--- src/rtl/replay_ctrl_pkg.sv ---
// Shared types and constants for the stage-8 replay controller.
package replay_ctrl_pkg;

  // Pipeline stage at which ops commit or are replayed.
  localparam int unsigned S8_STAGE = 8;

  typedef enum logic {
    RUN      = 1'b0,
    THROTTLE = 1'b1
  } replay_ctrl_state_t;

endpackage : replay_ctrl_pkg

--- src/rtl/credit_pool.sv ---
// Reusable downstream credit counter with a sticky overflow error.
module credit_pool #(
  parameter int unsigned NCREDITS = 4,
  parameter int unsigned CW       = $clog2(NCREDITS + 1)
) (
  input  logic          clk,
  input  logic          rst,
  input  logic          take_i,
  input  logic          give_i,
  output logic [CW-1:0] cnt_o,
  output logic          err_o
);

  logic [CW-1:0] cnt_q;
  logic          err_q;

  // Count = count - take + give. A return into a full pool is dropped and flagged.
  always_ff @(posedge clk) begin
    if (rst) begin
      cnt_q <= CW'(NCREDITS);
      err_q <= 1'b0;
    end else if (give_i && !take_i) begin
      if (cnt_q == CW'(NCREDITS)) begin
        err_q <= 1'b1;
      end else begin
        cnt_q <= cnt_q + CW'(1);
      end
    end else if (take_i && !give_i) begin
      cnt_q <= cnt_q - CW'(1);
    end
  end

  assign cnt_o = cnt_q;
  assign err_o = err_q;

endmodule : credit_pool

--- src/rtl/replay_ctrl.sv ---
// Stage-8 commit/replay decision, replay statistics and front-end throttle.
module replay_ctrl
  import replay_ctrl_pkg::*;
#(
  parameter int unsigned N             = 10,
  parameter int unsigned NCREDITS      = 4,
  parameter int unsigned MAX_REPLAY    = 3,
  parameter int unsigned RESUME_THRESH = 2,
  parameter int unsigned CNT_W         = 16
) (
  input  logic                           clk,
  input  logic                           rst,
  input  logic                           s8_adv,
  input  logic                           credit_ret,
  output logic                           replay_s8_w,
  output logic                           commit_s8,
  output logic [N-1:0]                   stall_req,
  output logic [$clog2(NCREDITS+1)-1:0]  credit_cnt_r,
  output logic [CNT_W-1:0]               replay_cnt_r,
  output logic                           throttle_r,
  output logic                           err_r
);

  localparam int unsigned CW     = $clog2(NCREDITS + 1);
  localparam int unsigned CONS_W = $clog2(MAX_REPLAY + 1);

  replay_ctrl_state_t  state_q;
  logic                replay_q;
  logic [CONS_W-1:0]   cons_q;
  logic [CONS_W-1:0]   cons_d;
  logic [CNT_W-1:0]    replay_cnt_q;
  logic [N-1:0]        stall_q;
  logic                throttle_q;
  logic                live_c;

  // Decisions use only registered state, so credit_ret never reaches them combinationally.
  always_comb begin
    live_c      = s8_adv & ~replay_q;
    commit_s8   = live_c & (credit_cnt_r != '0);
    replay_s8_w = live_c & (credit_cnt_r == '0);
    cons_d      = cons_q;
    if (commit_s8) begin
      cons_d = '0;
    end else if (replay_s8_w && cons_q != CONS_W'(MAX_REPLAY)) begin
      cons_d = cons_q + CONS_W'(1);
    end
  end

  credit_pool #(
    .NCREDITS (NCREDITS),
    .CW       (CW)
  ) u_credit_pool (
    .clk    (clk),
    .rst    (rst),
    .take_i (commit_s8),
    .give_i (credit_ret),
    .cnt_o  (credit_cnt_r),
    .err_o  (err_r)
  );

  // Local copy of the pipeline's registered replay: marks the kill/shadow cycle.
  always_ff @(posedge clk) begin
    if (rst) begin
      replay_q <= 1'b0;
    end else begin
      replay_q <= replay_s8_w;
    end
  end

  // Saturating total replay count.
  always_ff @(posedge clk) begin
    if (rst) begin
      replay_cnt_q <= '0;
    end else if (replay_s8_w && replay_cnt_q != '1) begin
      replay_cnt_q <= replay_cnt_q + CNT_W'(1);
    end
  end

  // Throttle FSM with registered stall and status outputs.
  always_ff @(posedge clk) begin
    if (rst) begin
      state_q    <= RUN;
      throttle_q <= 1'b0;
      stall_q    <= '0;
      cons_q     <= '0;
    end else begin
      case (state_q)
        RUN: begin
          cons_q <= cons_d;
          if (replay_s8_w && cons_q == CONS_W'(MAX_REPLAY - 1)) begin
            state_q    <= THROTTLE;
            throttle_q <= 1'b1;
            stall_q    <= N'(1);
          end
        end
        THROTTLE: begin
          if (credit_cnt_r >= CW'(RESUME_THRESH)) begin
            state_q    <= RUN;
            throttle_q <= 1'b0;
            stall_q    <= '0;
            cons_q     <= '0;
          end else begin
            cons_q <= cons_d;
          end
        end
        default: begin
          state_q    <= RUN;
          throttle_q <= 1'b0;
          stall_q    <= '0;
          cons_q     <= '0;
        end
      endcase
    end
  end

  assign replay_cnt_r = replay_cnt_q;
  assign stall_req    = stall_q;
  assign throttle_r   = throttle_q;

endmodule : replay_ctrl

--- config.mk ---
export PLATFORM = sky130hd
export DESIGN_NAME = replay_ctrl
export DESIGN_NICKNAME = d
export VERILOG_FILES = /design/src/rtl/replay_ctrl_pkg.sv /design/src/rtl/credit_pool.sv /design/src/rtl/replay_ctrl.sv
export SDC_FILE = /design/constraint.sdc
export NUM_CORES = 1
export LEC_CHECK = 0
export BUFFER_PORTS_ARGS = -buffer_cell sky130_fd_sc_hd__buf_2
export CAP_MARGIN = 20
export CORE_MARGIN = 2
export CORE_UTILIZATION = 52
export DETAILED_ROUTE_END_ITERATION = 6
export PLACE_DENSITY = 0.79
export SLEW_MARGIN = 20
export SYNTH_ARGS = -nofsm -noshare
export SYNTH_HDL_FRONTEND = slang
export SYNTH_SLANG_ARGS = --single-unit
--- constraint.sdc ---
create_clock -name clk -period 2.64 [get_ports clk]
set_input_delay 0.264 -clock clk [delete_from_list [all_inputs] [get_ports clk]]
set_output_delay 0.264 -clock clk [all_outputs]
set_load 0.02 [all_outputs]
# == Word-level counts from Yosys, hierarchy flattened ==
# Index checks and enable logic that the tools add are counted.
# totals
regBits,35
# op_classes
eq_ne,7
add_sub_neg,4
n_bitwise,5
reduce_logical,13
mux,16
n_lt_le_gt_ge,1
# op_table
operator,n
$mux W10,2
$pmux W10 S2,1
$add A16 B1 Y16 const B,1
$ne A16 B16 Y1 const B,1
$mux W3,3
$mux W2,3
$ne A2 B2 Y1 const B,3
$reduce_and A2 Y1,3
$logic_and A1 B1 Y1,5
$mux W1,4
$pmux W1 S2,2
$pmux W2 S2,1
$add A3 B1 Y3 const B,1
$and A1 B1 Y1,3
$eq A3 B3 Y1 const B,1
$ge A3 B2 Y1 const B,1
$logic_not A3 Y1,1
$reduce_bool A3 Y1,1
$sub A3 B1 Y3 const B,1
$add A2 B1 Y2 const B,1
$eq A2 B2 Y1 const B,1
$logic_not A1 Y1,2
$ne A2 B1 Y1 const B,1
$not A1 Y1,2
$reduce_bool A2 Y1,1

# == Depth between registers and ports, before layout ==
# depth
ltp_word,8
mapped_depth,8

# == Cells and area by module ==
# Synthesis repeated with hierarchy kept, for this count alone.
# hier_totals
hier_cells,170
hier_area_um2,1435.1
# by_module_without_submodules
mod,n_inst,seq_area_each_um2,cells_each,area_per_inst_um2
replay_ctrl,1,420.4,143,1176.1
credit_pool,1,80.1,27,259.0

# == Worst setup path before layout ==
# No wires, ideal clock.
# synth_path
path_kind,reg2reg
from,"register u_credit_pool.cnt_q[2], in the netlist u_credit_pool.cnt_o[2]"
to,"register u_credit_pool.cnt_q[2], in the netlist u_credit_pool.cnt_o[2]"
path_slack_ps,149
path_stages_with_launch,8
synth_period_minus_slack_ps,2491
arrival_time_ps,2369
cell_sequence,dfxtp_1 -> nor3_2 -> buf_4 -> o21a_1 -> inv_1 -> fa_1 -> or4_1 -> a311o_1
# synth_between
elab_chain_cells,6
elab_cells_between_ends,14
classes_between,add/sub (2); eq/ne (2); mux (3); bitwise (1); reduce/logical (6)
# synth_lines
item,line,source
from (decl),credit_pool.sv:14,logic [CW-1:0] cnt_q;
from (signal assigned),credit_pool.sv:20,cnt_q <= CW'(NCREDITS);
from (signal assigned),credit_pool.sv:26,cnt_q <= cnt_q + CW'(1);
from (signal assigned),credit_pool.sv:29,cnt_q <= cnt_q - CW'(1);
$reduce_bool A3 Y1,replay_ctrl.sv:39,commit_s8 = live_c & (credit_cnt_r != '0);
$and A1 B1 Y1,replay_ctrl.sv:39,
$logic_not A1 Y1,credit_pool.sv:22,end else if (give_i && !take_i) begin
$logic_and A1 B1 Y1,credit_pool.sv:22,
$ne A2 B2 Y1 (no line) or $reduce_bool A2 Y1 (tied branches),--,
$reduce_and A2 Y1 (no line),--,
# Several ways; a longest one is shown, not always the timed one. The select of a mux whose other input is x is not followed.
# A chain may end at the register's enable or synchronous reset.

# == Worst setup path in the final report ==
# layout_path
from,register replay_q
to,"register u_credit_pool.cnt_q[2], in the netlist u_credit_pool.cnt_o[2]"
# layout_between
elab_chain_cells,7
elab_cells_between_ends,10
classes_between,eq/ne (1); mux (1); bitwise (3); reduce/logical (5)
# layout_lines
item,line,source
from (decl),replay_ctrl.sv:28,logic replay_q;
from (signal assigned),replay_ctrl.sv:66,replay_q <= replay_s8_w;
$not A1 Y1 *,replay_ctrl.sv:38,live_c = s8_adv & ~replay_q;
$and A1 B1 Y1 *,replay_ctrl.sv:38,
$and A1 B1 Y1 *,replay_ctrl.sv:39,
$logic_not A1 Y1,credit_pool.sv:22,
$logic_and A1 B1 Y1,credit_pool.sv:22,
$ne A2 B2 Y1 (no line) or $reduce_bool A2 Y1 (tied branches),--,
$reduce_and A2 Y1 (no line),--,
# Mark *: on every way between the ends. The rest lies on a longest branch, timed or not.

==> impl.org <==
** Setup path
- For the worst setup path, the data required time is between 2 and 3 ns.
- Type of the setup path with the least slack :: reg2reg
- Register-to-Register Setup Slack :: 0.27 ns
- Master of the slowest instance on the critical path :: sky130_fd_sc_hd__or4_1
- In this run the worst setup path begins at replay_q$_SDFF_PP0_.
- Reg-to-Reg Start :: replay_q$_SDFF_PP0_
- Highest net fanout along the worst path :: 7
- STA classifies the critical path startpoint as a flop.
- Sum of buffers and inverters on the critical path :: 1
- STA puts the critical path data arrival time at between 2 and 3 ns.
- Kind of end point of the critical path :: flop
- Largest incremental delay on the critical path :: 0.55 ns
- Reg2reg end :: u_credit_pool.cnt_o[2]$_SDFFE_PP1P_
- The kind of cell with the highest combined delay along the critical path is simple AND/OR/NAND/NOR gates.
- Length in cells of the worst reg-to-reg path :: 6
- The critical path goes through nand2b_1, o21a_1, inv_1, fa_1, or4_1, a311o_1.

** Timing
- Static timing analysis puts the maximum clock frequency at 421 MHz.
- Of the available clock period, the critical path in the final layout requires 0.899.
- Number of hold violations in the final report :: 0
- At the pin with the least slew margin, the transition time is 0.835 ns.
- Clock tree skew after final layout :: 0.00453 ns
- Setup repair after global routing left no endpoint under its margin.
- Fin crit period :: 2.37 ns
- Total negative slack for setup checks :: 0 ns
- Rel. slew slack :: 0.439
- Number of max-slew violations in the final report :: 0
- Worst-case setup margin in the final layout :: ~0.27 ns
- Setup violations remaining at the end of the flow were counted as 0.

** Floorplan
- Number of core rows :: 18
- For this configuration, the core starts out at a cell density of 0.560.
- In this run the vertical extent of the chip is 56.4 microns.
- The die covers 3180 sq um.
- Pin placement for this block handled 37 I/O pins.
- Floorplan die width :: 56.4 microns
- Core Footprint :: approximately 2500 sq um

** Flow run
- Across the run, the number of max-cap violations was 0.

** Clock network
- Worst-skew pair later-pin latency :: around 0.32 ns
- Setup fix buffers added after clock tree synthesis :: 0
- Clock-pin slew was measured on the worst setup and hold paths at 0.13 ns.
- Clock Sink Count :: 25
- Buffers inserted during clock tree synthesis total 3.
- Maximum buffer depth of the clock tree :: 2
- In this run the number of H-tree levels came out at 1.
- Clock root buffer :: sky130_fd_sc_hd__clkbuf_4
- Once the clock tree was built, the resizer swapped 0 gates to a different size.
- Cts hold-fix bufs :: 0
- Clock tree from TritonCTS :: yes

** Routing
- Iteration-0 DRC count of the detailed router :: 49
- Number of iterations in the first detailed-routing pass :: 4
- Antenna-violating nets left :: 0
- Routed vias/inst :: around 6
- WL per Instance :: 13.9 microns
- After detailed routing, the number of remaining DRC violations is 0.
- Total via count in the routed design :: 1300
- Routed wire length :: 3.00 mm

** Layout
- Most common cell after layout, fill and taps aside :: sky130_fd_sc_hd__buf_2
- Antenna cell count :: 0
- The net count of the finished layout is around 200.
- Area growth from synthesis to layout :: 8.17%
- Of the cells placed in the final design, the portion with a size suffix greater than 1 is 0.220.
- Commonest non-fill, non-tap cells in the layout :: sky130_fd_sc_hd__buf_2 (27), sky130_fd_sc_hd__dfxtp_1 (25), sky130_fd_sc_hd__a21oi_1 (14), sky130_fd_sc_hd__nand2_1 (12), sky130_fd_sc_hd__o21ai_0 (10)

** Synth
- In this run the mean area of a mapped cell was 8.91 sq um.
- Dominant cell type by area after synthesis :: sky130_fd_sc_hd__dfxtp_1
- Flip-flop and latch count after synthesis :: 25
- Post-synth ARST share :: 0
- Fraction of post-synthesis cell area in the top cell type by area :: 0.351
- Instance count of the mapped netlist :: 160
- Most used DFF post-synth :: sky130_fd_sc_hd__dfxtp_1
- Mapped Area :: 1430 sq um
- Of the synthesized area, sequential elements account for 0.351.
- Counting flops with a built-in enable in the synthesized netlist gives 0.
- After synthesis, the netlist uses around 50 different library cells.
- Synthesis Warnings :: 0
- Synth area leaders :: sky130_fd_sc_hd__dfxtp_1 (35%), sky130_fd_sc_hd__buf_4 (5.8%), sky130_fd_sc_hd__a21oi_1 (4.9%)

** Placement
- Final HPWL from detailed placement :: 2.24 mm
- At the end of routability-driven placement, the weighted congestion stood at 0.885.
- At the placement stage, the worst setup path has a slack of between 0.2 and 0.3 ns.
- Input and output buffers added on the ports amount to 27.

** Power
- Reported leakage power :: 0.619 nW
- Power after layout :: 0.708 mW
- Worst IR Drop VDD :: ~0.31 mV
- For this design the ratio of total power to cell area is 459 nW/um^2.

** Worst hold path
- Class of the tightest hold or removal check :: in2reg
- In this run the most critical hold path is launched from rst.
- The worst hold path terminates at u_credit_pool.err_o$_SDFFE_PP0P_.
- The worst hold path passes through 2 cells.

** Global routing
- Vias in the first global route :: 1093
- The number of antenna violations at the first check in global routing was 0.
- Entering global routing, the biggest net connects 21 pins.
- The first global-routing pass estimated 4.82 mm of wire.
- Total routing usage reported by global routing :: 0.186
- For this run the aggregate overflow at the end of global routing stands at 0.

** Run status
- The run finished with clean final reports.
-- metrics by stage --
stage | utilization | cell area (sq um) | instances | hold slack [ns]
after floorplan | - | 1460 | 168 | 0.451
after global routing | 0.606 | 1540 | 216 | 0.338
after CTS | 0.606 | 1540 | 216 | 0.330
after global placement | 0.595 | 1520 | 212 | 0.469
final | 0.606 | 1540 | 216 | 0.324
after detailed placement | 0.595 | 1520 | 212 | 0.468
-- worst register-to-register path, delay by kind of cell (launching register included) --
family | cells | cell delay (ns)
AND/OR/NAND/NOR | 2 | 0.80
AO/OA/AOI/OAI | 2 | 0.62
adder cells (fa/ha/maj) | 1 | 0.41
flip-flops | 1 | 0.37
buffers and inverters | 1 | 0.08
-- sequential cells by signal, indices dropped and copies added, names as in the netlist --
register,count
cons_q,2
u_credit_pool.err_o,1
state_q,1
stall_req,1
replay_cnt_r,16
replay_q,1
u_credit_pool.cnt_o,3
-- where the power goes --
group | internal [mW] | switching, mW
registers | 0.390 | 0.0182
clock network | 0.0592 | 0.113
logic | 0.0436 | 0.0840
-- worst max-delay path by stage --
| stage | endpoint | cells after the start |
|---|---|---|
| after floorplan | u_credit_pool.cnt_o[2]$_SDFFE_PP1P_ | 7 |
| after global placement | u_credit_pool.cnt_o[2]$_SDFFE_PP1P_ | 6 |
| after detailed placement | u_credit_pool.cnt_o[2]$_SDFFE_PP1P_ | 6 |
| after CTS | u_credit_pool.cnt_o[2]$_SDFFE_PP1P_ | 6 |
| after global routing | u_credit_pool.cnt_o[2]$_SDFFE_PP1P_ | 6 |
| final | u_credit_pool.cnt_o[2]$_SDFFE_PP1P_ | 6 |
-- synth_stat cells, types with 3 or more instances --
library cell	instances
sky130_fd_sc_hd__nand2_1	12
sky130_fd_sc_hd__dfxtp_1	25
sky130_fd_sc_hd__nor2_1	7
sky130_fd_sc_hd__or3_1	4
sky130_fd_sc_hd__o31ai_1	5
sky130_fd_sc_hd__nand4_1	3
sky130_fd_sc_hd__inv_1	6
sky130_fd_sc_hd__or4_1	6
sky130_fd_sc_hd__buf_4	11
sky130_fd_sc_hd__nor3_1	3
sky130_fd_sc_hd__ha_1	3
sky130_fd_sc_hd__nand3_1	4
sky130_fd_sc_hd__a21oi_1	14
sky130_fd_sc_hd__o21ai_0	10
-- area by class of cell --
| type | instances | area (sq um) |
|---|---|---|
| Fill cell | 223 | 1000 |
| Tap cell | 30 | 37.5 |
| Clock buffer | 4 | 26.3 |
| Sequential cell | 25 | 500 |
| Inverter | 6 | 22.5 |
| Multi-Input combinational cell | 123 | 812 |
| Timing Repair Buffer | 28 | 143 |
-- cells by family after synthesis --
family	share of synthesized area
compound gates	0.207
mux	0.00790
flops	0.351
simple gates	0.284
xor+xnor	0.00615
buf+inv	0.100
fa+ha+maj	0.0404
other cells	0.00263
-- layer usage --
metal  up-vias  GRT usage  routed length, microns
met5         -          0                       0
met4         0     0.0782                      37
met3         5     0.0230                     129
li1        646          -                       -
met2        35      0.303                    1440
met1       614      0.247                    1390
(Power assumes the default switching activity.)
